**src/rtl/piso_frame_serializer.sv**
```systemverilog
// piso_frame_serializer: parallel-in / serial-out framer feeding a serial
// pattern detector. Words arrive over a valid/ready handshake into a single
// holding register. Bits leave as a registered stream with first/last-bit
// strobes and an optional idle gap between frames.
//
// Optional build macro PISO_FRAME_PARITY_EN: appends one even-parity bit
// (XOR of the data bits) after the data, so a frame is WIDTH+1 bits long.
//
// state | meaning
// IDLE  | no frame on the wire; start one as soon as the hold register is full
// SHIFT | one frame bit per cycle; bit_cnt_q counts the bits still to send
// GAP   | forced idle between frames; gap_cnt_q counts remaining gap cycles

module piso_frame_serializer #(
    parameter int WIDTH      = 8,
    parameter bit MSB_FIRST  = 1'b1,
    parameter int GAP_CYCLES = 0,
    parameter bit IDLE_LEVEL = 1'b0
) (
    input  logic             clk,
    input  logic             rst,
    input  logic [WIDTH-1:0] data_in,
    input  logic             load_valid,
    output logic             load_ready,
    output logic             ser_out,
    output logic             ser_valid,
    output logic             frame_start,
    output logic             frame_end,
    output logic             busy
);

`ifdef PISO_FRAME_PARITY_EN
    localparam int PAR_BITS = 1;
`else
    localparam int PAR_BITS = 0;
`endif
    localparam int FRAME_LEN = WIDTH + PAR_BITS;
    localparam int CNT_W     = $clog2(FRAME_LEN);

    localparam logic [CNT_W-1:0] CNT_LOAD = CNT_W'(FRAME_LEN - 1);
    localparam logic [CNT_W-1:0] CNT_ONE  = CNT_W'(1);
    localparam logic [3:0]       GAP_LOAD = 4'((GAP_CYCLES > 0) ? GAP_CYCLES - 1 : 0);
    localparam bit               HAS_GAP  = (GAP_CYCLES > 0);

    localparam logic [1:0] S_IDLE  = 2'd0;
    localparam logic [1:0] S_SHIFT = 2'd1;
    localparam logic [1:0] S_GAP   = 2'd2;

    logic [1:0]       state_q, state_d;
    logic [WIDTH-1:0] hold_q, hold_d;
    logic             hold_full_q, hold_full_d;
    logic [WIDTH-1:0] shreg_q, shreg_d;
    logic [CNT_W-1:0] bit_cnt_q, bit_cnt_d;
    logic [3:0]       gap_cnt_q, gap_cnt_d;
    logic             ser_out_q, ser_out_d;
    logic             ser_valid_q, ser_valid_d;
    logic             frame_start_q, frame_start_d;
    logic             frame_end_q, frame_end_d;
`ifdef PISO_FRAME_PARITY_EN
    logic             parity_q, parity_d;
`endif

    logic             accept;
    logic             start;
    logic             first_bit;
    logic             next_bit;
    logic [WIDTH-1:0] hold_shifted;
    logic [WIDTH-1:0] shreg_shifted;

    // The holding register can only refill on the edge after it was emptied.
    assign load_ready = !hold_full_q && !rst;
    assign accept     = load_valid && load_ready;

    // The shift register always keeps the next bit to send at the exit end.
    assign first_bit     = MSB_FIRST ? hold_q[WIDTH-1] : hold_q[0];
    assign hold_shifted  = MSB_FIRST ? (hold_q << 1) : (hold_q >> 1);
    assign next_bit      = MSB_FIRST ? shreg_q[WIDTH-1] : shreg_q[0];
    assign shreg_shifted = MSB_FIRST ? (shreg_q << 1) : (shreg_q >> 1);

    // Next-state and next-output logic; outputs default to the idle line.
    always_comb begin
        state_d       = state_q;
        hold_d        = hold_q;
        hold_full_d   = hold_full_q;
        shreg_d       = shreg_q;
        bit_cnt_d     = bit_cnt_q;
        gap_cnt_d     = gap_cnt_q;
        ser_out_d     = IDLE_LEVEL;
        ser_valid_d   = 1'b0;
        frame_start_d = 1'b0;
        frame_end_d   = 1'b0;
`ifdef PISO_FRAME_PARITY_EN
        parity_d      = parity_q;
`endif
        start         = 1'b0;

        if (accept) begin
            hold_d      = data_in;
            hold_full_d = 1'b1;
        end

        case (state_q)
            S_IDLE: begin
                if (hold_full_q) start = 1'b1;
            end
            S_SHIFT: begin
                if (bit_cnt_q != '0) begin
                    ser_valid_d = 1'b1;
`ifdef PISO_FRAME_PARITY_EN
                    ser_out_d   = (bit_cnt_q == CNT_ONE) ? parity_q : next_bit;
`else
                    ser_out_d   = next_bit;
`endif
                    shreg_d     = shreg_shifted;
                    bit_cnt_d   = bit_cnt_q - CNT_ONE;
                    frame_end_d = (bit_cnt_q == CNT_ONE);
                end else if (HAS_GAP) begin
                    state_d   = S_GAP;
                    gap_cnt_d = GAP_LOAD;
                end else if (hold_full_q) begin
                    start = 1'b1;
                end else begin
                    state_d = S_IDLE;
                end
            end
            S_GAP: begin
                if (gap_cnt_q != 4'd0) begin
                    gap_cnt_d = gap_cnt_q - 4'd1;
                end else if (hold_full_q) begin
                    start = 1'b1;
                end else begin
                    state_d = S_IDLE;
                end
            end
            default: state_d = S_IDLE;
        endcase

        // A frame start moves the held word into the shifter and shows bit 0.
        if (start) begin
            state_d       = S_SHIFT;
            hold_full_d   = 1'b0;
            shreg_d       = hold_shifted;
            bit_cnt_d     = CNT_LOAD;
            ser_out_d     = first_bit;
            ser_valid_d   = 1'b1;
            frame_start_d = 1'b1;
`ifdef PISO_FRAME_PARITY_EN
            parity_d      = ^hold_q;
`endif
        end
    end

    // State and output registers; reset aborts any frame and drops the held word.
    always_ff @(posedge clk) begin
        if (rst) begin
            state_q       <= S_IDLE;
            hold_q        <= '0;
            hold_full_q   <= 1'b0;
            shreg_q       <= '0;
            bit_cnt_q     <= '0;
            gap_cnt_q     <= 4'd0;
            ser_out_q     <= IDLE_LEVEL;
            ser_valid_q   <= 1'b0;
            frame_start_q <= 1'b0;
            frame_end_q   <= 1'b0;
`ifdef PISO_FRAME_PARITY_EN
            parity_q      <= 1'b0;
`endif
        end else begin
            state_q       <= state_d;
            hold_q        <= hold_d;
            hold_full_q   <= hold_full_d;
            shreg_q       <= shreg_d;
            bit_cnt_q     <= bit_cnt_d;
            gap_cnt_q     <= gap_cnt_d;
            ser_out_q     <= ser_out_d;
            ser_valid_q   <= ser_valid_d;
            frame_start_q <= frame_start_d;
            frame_end_q   <= frame_end_d;
`ifdef PISO_FRAME_PARITY_EN
            parity_q      <= parity_d;
`endif
        end
    end

    assign ser_out     = ser_out_q;
    assign ser_valid   = ser_valid_q;
    assign frame_start = frame_start_q;
    assign frame_end   = frame_end_q;
    assign busy        = (state_q != S_IDLE) || hold_full_q;

endmodule

```
**config.mk**
```make
export PLATFORM = sky130hd
export DESIGN_NAME = piso_frame_serializer
export DESIGN_NICKNAME = d
export VERILOG_FILES = /design/src/rtl/piso_frame_serializer.sv
export SDC_FILE = /design/constraint.sdc
export NUM_CORES = 1
export LEC_CHECK = 0
export CELL_PAD_IN_SITES_DETAIL_PLACEMENT = 2
export CELL_PAD_IN_SITES_GLOBAL_PLACEMENT = 2
export CORE_AREA = 4 4 61 63
export DETAILED_ROUTE_END_ITERATION = 8
export DIE_AREA = 0 0 65 67
export HOLD_SLACK_MARGIN = 0.15
export PLACE_DENSITY = 0.88
export SETUP_SLACK_MARGIN = 0.5
export SLEW_MARGIN = 20
export SYNTH_ARGS = -nofsm -noshare
export SYNTH_HDL_FRONTEND = slang
export SYNTH_SLANG_ARGS = --single-unit
```
**constraint.sdc**
```tcl
create_clock -name clk -period 2.09 [get_ports clk]
set_input_delay 0.627 -clock clk [delete_from_list [all_inputs] [get_ports clk]]
set_output_delay 0.627 -clock clk [all_outputs]
set_load 0.1 [all_outputs]
```
==> results.txt, run 1 <==
----------------------------------------------------
[Critical path]
  WP data required ... 1460 ps
  Reg2Reg Depth ... 5
  Largest delay contributor family on the critical path ... flip-flops
  Critical path peak fanout ... 4
  Reg-to-reg critical path startpoint ... hold_full_q
  Crit-path max cell delay ... 390 ps
  Worst flop-to-flop path endpoint ... hold_q[7]
  Cell chain of the critical path ... or2_4, buf_12
  Capturing element type of the critical path ... output pin
  Critical Path AT ... around 1100 ps
  Reg-to-reg slack, setup ... 650 ps
  WP buf/inv ... 1
  Kind of critical path ... flop to output pin
  Nature of the critical path startpoint ... flop
  CP max stage cell ... sky130_fd_sc_hd__dfxtp_4

[Timing]
  Setup-failing EPs final ... 0
  Hold violation total from the final report ... 0
  Max Fclk ... 577.2 MHz
  Setup TNS ... 0 ps
  Max-slew headroom at the worst pin ... 0.7354
  Actual slew at the worst max-slew pin ... 397.0 ps
  Setup skew after layout ... approximately 2.8 ps
  Final slew viol count ... 0
  Fraction of the cycle the final worst path needs ... 0.8290
  Unrepaired setup endpoints after global routing ... true
  Shortest period the worst path allows ... about 1700 ps

[Synthesis]
  Biggest area consumer among synthesized cells ... sky130_fd_sc_hd__dfxtp_1
  Post-Syn Area per Cell ... 9.619 µm²
  Share of synthesized area occupied by flip-flops and latches ... 0.4582
  Post-synthesis instance total ... 109
  Largest cells by area after synthesis ... sky130_fd_sc_hd__dfxtp_1, sky130_fd_sc_hd__mux2i_1, sky130_fd_sc_hd__nand2_1, sky130_fd_sc_hd__a21oi_1, sky130_fd_sc_hd__nor2b_1
  Fraction of registers with async set or reset after synthesis ... 0
  Area share of the largest cell type after synthesis ... 0.4582
  Total standard cell area after synthesis ... 0.001049 mm²
  Nets in the synthesized netlist ... around 120
  Syn. warnings ... 0
  Most used flip-flop cell after synthesis ... sky130_fd_sc_hd__dfxtp_1
  Total of flip-flops plus latches after synthesis ... 24
  Unique masters post-synth ... 31
  EDFF count, synth ... 0

[Hold path]
  Number of cells on the worst hold path ... 2
  Start point of the worst min-delay path ... hold_q[6]
  Worst Hold Class ... flop to flop
  Endpoint with the worst hold slack ... hold_q[6]

[Clock tree]
  Clock Root Buffer ... sky130_fd_sc_hd__clkbuf_4
  CTS Buf Count ... 3
  Buffer levels on the longest clock path ... 2
  H-tree levels ... 1
  # hold bufs at CTS ... 0
  Clock input transition at the sequential cells of the worst setup and hold paths ... 130 ps
  Clock sinks ... 24
  Clock latency reported for the late side of the worst-skew pair ... 310 ps
  TritonCTS clock tree ... done

[Global route]
  Global-route wire length before repair ... 4.519 mm
  Maximum number of pins on one net before global-route repair ... 26
  Antenna violations before repair ... 0
  Vias in the first global route ... 921
  Grt ovf ... 0
  Global Route Usage Sum ... 0.1359

[Route]
  WL final ... 2.696 mm
  Detailed-route wire length per cell ... 15.77 µm
  Via count of the routed design ... 829
  Initial DRT Pass Iterations ... 4
  Post-detailed-route via-to-cell ratio ... 4.848
  Antenna Nets Post-Route ... 0
  Drt initial violations ... 20
  Detailed-route DRC error count ... 0

[Placed design]
  Final weighted congestion of routability-driven global placement ... approximately 0.73
  Cell area after placement ... 0.001295 mm²
  Total of buffers placed on input and output ports ... 16
  Detail Placement HPWL ... 1.903 mm

[Power and ir drop]
  Sequential cell fraction of total power ... 0.533
  Internal Pwr Total ... 0.0006529 W
  Static leakage ... 0.5140 nW
  Part of the power in the clock network ... 0.216
  Net load switching power ... 0.0002993 W
  Fraction of power consumed by combinational cells ... 0.251
  Cell area power density ... 709.9 mW/mm²
  Highest ir drop seen on vdd ... 0.2296 mV
  Fraction of power spent switching nets ... 0.3143

[Floorplan]
  Core Box Area ... 0.003232 mm²
  Number of placement rows ... 21
  Die outline width ... 65 µm
  I/O pin count ... 17
  Area enclosed by the die boundary ... 0.004355 mm²
  Starting Density ... 0.3244
  Die boundary height ... 67 µm

[Cells and area]
  Final non-filler cell area ... 0.001341 mm²
  Share of layout cells above drive strength 1 ... 0.1840
  Antenna diode count ... 0
  Post-layout net count ... 141
  Fillcell total ... 358
  Post-synthesis to final-layout area growth ... 27.92%

[Status]
  Status ... finished clean

[Run]
  Max capacitance violation total ... 0

----------------------------------------------------
[power by group through the flow]
stage	sequential, W	clock (W)	combinational (W)
5_1_grt	0.000511	0.000237	0.000260
2_1_floorplan	0.000530	0	0.000157
6_report	0.000507	0.000206	0.000239
3_3_place_gp	0.000516	0	0.000225
4_1_cts	0.000508	0.000209	0.000241
3_5_place_dp	0.000520	0	0.000236
[metrics by stage]
stage / util / power [W] / setup slack, ps / std cells / hold slack, ps
finish: 0.4150 / 0.0009522 / 357.4 / 171 / 472.1
CTS: 0.4119 / 0.0009583 / 356.6 / 171 / 476.6
global placement: 0.4007 / 0.0007411 / 48.41 / 166 / 444.0
detailed placement: 0.4007 / 0.0007558 / 46.52 / 166 / 458.1
global route: 0.4150 / 0.001008 / 319.7 / 171 / 496.2
floorplan: - / 0.0006868 / 117.9 / 109 / 433.7
[cell usage after synthesis, types with 2 or more instances]
| library cell | count |
|---|---|
| sky130_fd_sc_hd__buf_6 | 2 |
| sky130_fd_sc_hd__nand2b_1 | 2 |
| sky130_fd_sc_hd__buf_2 | 4 |
| sky130_fd_sc_hd__ha_1 | 3 |
| sky130_fd_sc_hd__dfxtp_1 | 24 |
| sky130_fd_sc_hd__a221oi_2 | 2 |
| sky130_fd_sc_hd__nor2b_1 | 7 |
| sky130_fd_sc_hd__nand2_1 | 18 |
| sky130_fd_sc_hd__a221oi_1 | 4 |
| sky130_fd_sc_hd__mux2i_1 | 7 |
| sky130_fd_sc_hd__nor2_1 | 5 |
| sky130_fd_sc_hd__a21oi_1 | 11 |
| sky130_fd_sc_hd__inv_1 | 2 |
[worst max-delay path by stage]
stage               depth (start not counted)  slack, ps          to         from
floorplan                                   3        120  load_ready          rst
global placement                            3         50  load_ready          rst
detailed placement                          3         50  load_ready          rst
CTS                                         2        360        busy  hold_full_q
global route                                2        320        busy  hold_full_q
finish                                      2        360        busy  hold_full_q
[area by class of cell]
class / instances / area, µm² / area share
repair buffers: 22 / 270.3 / 0.2015
well taps: 46 / 57.56 / 0.04291
inverters: 2 / 7.507 / 0.005597
flip-flops and latches: 24 / 484.2 / 0.3610
multi-input cells: 74 / 499.2 / 0.3722
clock buffers: 3 / 22.52 / 0.01679
[logic make-up (layout without fill, tap and decap cells)]
logic type / count (synthesis) / in the layout / share of synthesized area
and+or+nand+nor: 42 / 42 / 0.2112
buffers and inverters: 11 / 27 / 0.07517
AOI/OAI and AO/OA: 22 / 22 / 0.1528
DFF: 24 / 24 / 0.4582
adders and majority gates: 3 / 3 / 0.03580
muxes: 7 / 7 / 0.06683
[cell usage in the layout, fill, tap and decap left out, types with 2 or more instances in the layout]
cell                               n
sky130_fd_sc_hd__inv_1             2
sky130_fd_sc_hd__nand2_1          18
sky130_fd_sc_hd__dfxtp_1          23
sky130_fd_sc_hd__buf_12            6
sky130_fd_sc_hd__nand2b_1          2
sky130_fd_sc_hd__a221oi_1          4
sky130_fd_sc_hd__a21oi_1          11
sky130_fd_sc_hd__clkdlybuf4s50_1   9
sky130_fd_sc_hd__ha_1              3
sky130_fd_sc_hd__nor2_1            4
sky130_fd_sc_hd__clkbuf_4          3
sky130_fd_sc_hd__nor2b_1           7
sky130_fd_sc_hd__mux2i_1           7
sky130_fd_sc_hd__buf_4             6
sky130_fd_sc_hd__a221oi_2          2
[routing by layer]
layer  global-route usage  up-vias  part of all wire
li1                     -      406                 -
met1               0.1597      412              0.42
met2               0.2478        9              0.55
met3              0.02698        2             0.032
met4              0.03958        0            0.0078
met5                    0        -                 0
[registers in the layout (all words and copies together), names as in the netlist]
signal,flops
bit_cnt_q,3
frame_end,1
frame_start,1
hold_full_q,1
hold_q,8
ser_out,1
ser_valid,1
shreg_q,7
state_q,1
[worst register-to-register path: stages (launching register included)]
cell and delay [ps]:
sky130_fd_sc_hd__dfxtp_4 400, sky130_fd_sc_hd__buf_4 120, sky130_fd_sc_hd__buf_4 200, sky130_fd_sc_hd__nand2b_1 380, sky130_fd_sc_hd__nand2_1 100, sky130_fd_sc_hd__a21oi_1 180
[repair_timing]
item                                    4_1_cts  5_1_grt
cloned                                        0        0
endpoints found under the setup margin        2        2
buffers inserted                              2        0
pin swaps                                     2        1
gates resized for setup                       6        3
(Power assumes the default switching activity.)
==> inputs of run 2 (changes only) <==
- CORE_AREA: 4 4 61 63 -> 4 4 64 66
- DIE_AREA: 0 0 65 67 -> 0 0 68 70
- PLACE_DENSITY: 0.88 -> 0.81
- clock period: 2.09 -> 1.8 ns (I/O delays scaled with it)
==> run 2 against run 1 <==
Effect of this change:
- hold slack worse by 1.4 ps
- worst setup slack lost 190 ps
- clock power up 19%
- sequential share of layout area down 1.5 points
- critical path type unchanged
==> results.txt, run 2 (synthesized netlist as in run 1, its figures left out) <==
----------------------------------------------------
[Status]
  Status ... finished clean

[Clock tree]
  Clock Root Buffer ... sky130_fd_sc_hd__clkbuf_4
  Clock latency reported for the late side of the worst-skew pair ... 320 ps (about the same)
  Clock sinks ... 24 (unchanged)
  H-tree levels ... 1 (unchanged)
  CTS Buf Count ... 3 (unchanged)
  Clock input transition at the sequential cells of the worst setup and hold paths ... 130 ps (about the same)
  TritonCTS clock tree ... done
  # hold bufs at CTS ... 0 (unchanged)
  Buffer levels on the longest clock path ... 2 (unchanged)

[Cells and area]
  Core Util, Final ... 0.3944 (-0.02061)
  Commonest non-fill, non-tap cells in the layout ... sky130_fd_sc_hd__nand2_1, sky130_fd_sc_hd__dfxtp_1, sky130_fd_sc_hd__a21oi_1
  Max FFs per register ... 8 (unchanged)
  Antenna diode count ... 0 (unchanged)
  Share of layout cells above drive strength 1 ... 0.3175 (+0.1335)
  Post-layout net count ... 142 (+0.71%)
  Post-synthesis to final-layout area growth ... 34.61%
  Top register by number of flip-flops ... hold_q
  Leading registers by flop count ... hold_q x8, shreg_q x7, bit_cnt_q x3

[Timing]
  Setup-failing EPs final ... 0 (unchanged)
  Shortest period the worst path allows ... between 1500 and 2000 ps
  Hold violation total from the final report ... 0 (unchanged)
  Actual slew at the worst max-slew pin ... 300.2 ps (-96.79 ps)
  Final slew viol count ... 0 (unchanged)
  Fraction of the cycle the final worst path needs ... 0.9067
  Max-slew headroom at the worst pin ... 0.7999 (+0.06453)
  Setup skew after layout ... 7.294 ps (+4.486 ps)
  Max Fclk ... 612.7 MHz
  Unrepaired setup endpoints after global routing ... true
  Worst hold margin ... 470.7 ps (-1.425 ps)

[Global route]
  Vias in the first global route ... 879 (-4.6%)
  Maximum number of pins on one net before global-route repair ... 26 (unchanged)
  Global Route Usage Sum ... 0.1182 (-0.01773)
  Global-route wire length before repair ... 4.284 mm (-5.2%)
  Grt ovf ... 0 (unchanged)
  Antenna violations before repair ... 0 (unchanged)

[Critical path]
  Reg2Reg Depth ... 5 (unchanged)
  Kind of critical path ... flop to output pin
  Cell chain of the critical path ... or2_4, buf_12
  Crit-path max cell delay ... 360 ps (-30 ps)
  Nature of the critical path startpoint ... flop
  Worst flop-to-flop path endpoint ... shreg_q[2]
  Critical path peak fanout ... 3 (-1)
  Critical Path AT ... 1090 ps (-20 ps)
  Largest delay contributor family on the critical path ... flip-flops
  CP max stage cell ... sky130_fd_sc_hd__dfxtp_2
  Reg-to-reg slack, setup ... 510 ps (-140 ps)
  WP data required ... 1260 ps (-200 ps)
  WP buf/inv ... 1 (unchanged)
  Capturing element type of the critical path ... output pin
  Crit. path cell count ... 2 (unchanged)
  Reg-to-reg critical path startpoint ... bit_cnt_q[0]

[Floorplan]
  Die boundary height ... 70 µm (+4.5%)
  I/O pin count ... 17 (unchanged)
  Starting Density ... 0.2930 (-0.03142)
  Number of placement rows ... 22 (+4.8%)
  Core Box Area ... 0.003578 mm² (+11%)
  Die outline width ... 68 µm (+4.6%)
  Area enclosed by the die boundary ... 0.004760 mm² (+9.3%)

[Hold path]
  Start point of the worst min-delay path ... hold_q[6]
  Endpoint with the worst hold slack ... hold_q[6]
  Worst Hold Class ... flop to flop
  Number of cells on the worst hold path ... 2 (unchanged)

[Power and ir drop]
  Highest ir drop seen on vdd ... 0.3079 mV (+34%)
  Cell area power density ... 817.3 mW/mm² (+15%)
  Static leakage ... 0.5361 nW (+4.3%)

[Placed design]
  Final weighted congestion of routability-driven global placement ... 0.6838 (-6.9%)
  Detail Placement HPWL ... 1.855 mm (-2.5%)
  Total of buffers placed on input and output ports ... 16 (unchanged)

[Route]
  Drt initial violations ... 45 (+130%)
  Detailed-route DRC error count ... 0 (unchanged)
  Via count of the routed design ... 840 (+1.3%)
  Post-detailed-route via-to-cell ratio ... 4.828 (-0.42%)
  Initial DRT Pass Iterations ... 4 (unchanged)
  Antenna Nets Post-Route ... 0 (unchanged)
  WL final ... 2.771 mm (+2.8%)
  Detailed-route wire length per cell ... 15.93 µm (+1.0%)

[Run]
  Max capacitance violation total ... 0 (unchanged)

----------------------------------------------------
==> run 2: area by class of cell <==
cell class / count / area, µm²
well taps: 48 / 60.06
inverters: 2 / 7.507
multi-input cells: 74 / 559.3
clock buffers: 3 / 22.52
repair buffers: 23 / 274.0
flip-flops and latches: 24 / 488.0
fillers: 395 / 2167
==> run 2: metrics by stage <==
stage	power, W	setup WS, ps	TNS [ps]	cells	cell area [µm²]
after floorplan	0.0007992	1.936	0	109	1082
after global placement	0.0008609	-60.52	-60.52	168	1303
after detailed placement	0.0008761	-88.39	-88.39	168	1303
after CTS	0.001132	168.7	0	173	1365
after global routing	0.001219	128.6	0	174	1411
final	0.001154	168.0	0	174	1411
==> run 2: what timing repair did <==
| item | CTS | global route |
|---|---|---|
| setup buffers | 2 | 1 |
| pin swaps | 2 | 2 |
| resized for setup | 10 | 11 |
| setup endpoints to repair | 29 | 27 |
==> run 2: worst max path at each step <==
stage | to | slack, ps | from
after CTS | busy | 170 | hold_full_q
final | busy | 170 | hold_full_q
after global placement | load_ready | -60 | rst
after global routing | busy | 130 | hold_full_q
after detailed placement | load_ready | -90 | rst
after floorplan | load_ready | 2 | rst
==> run 2: report_power, final <==
| part | switching (W) | internal (W) |
|---|---|---|
| clock | 0.000167 | 0.0000786 |
| sequential | 0.0000249 | 0.000567 |
| combinational | 0.000181 | 0.000136 |
==> run 2: worst min-delay path, delay by kind of cell, from the launching register on <==
family | cells | cell delay, ps
AO/OA/AOI/OAI | 1 | 50
flip-flops | 1 | 330
AND/OR/NAND/NOR | 1 | 50
==> run 2: layer usage <==
layer | vias to the layer above | wire, µm | track usage
met5 | - | 0 | 0
met4 | 0 | 74 | 0.05298
met3 | 5 | 57 | 0.01286
met2 | 15 | 1448 | 0.2056
met1 | 411 | 1190 | 0.1406
li1 | 409 | - | -
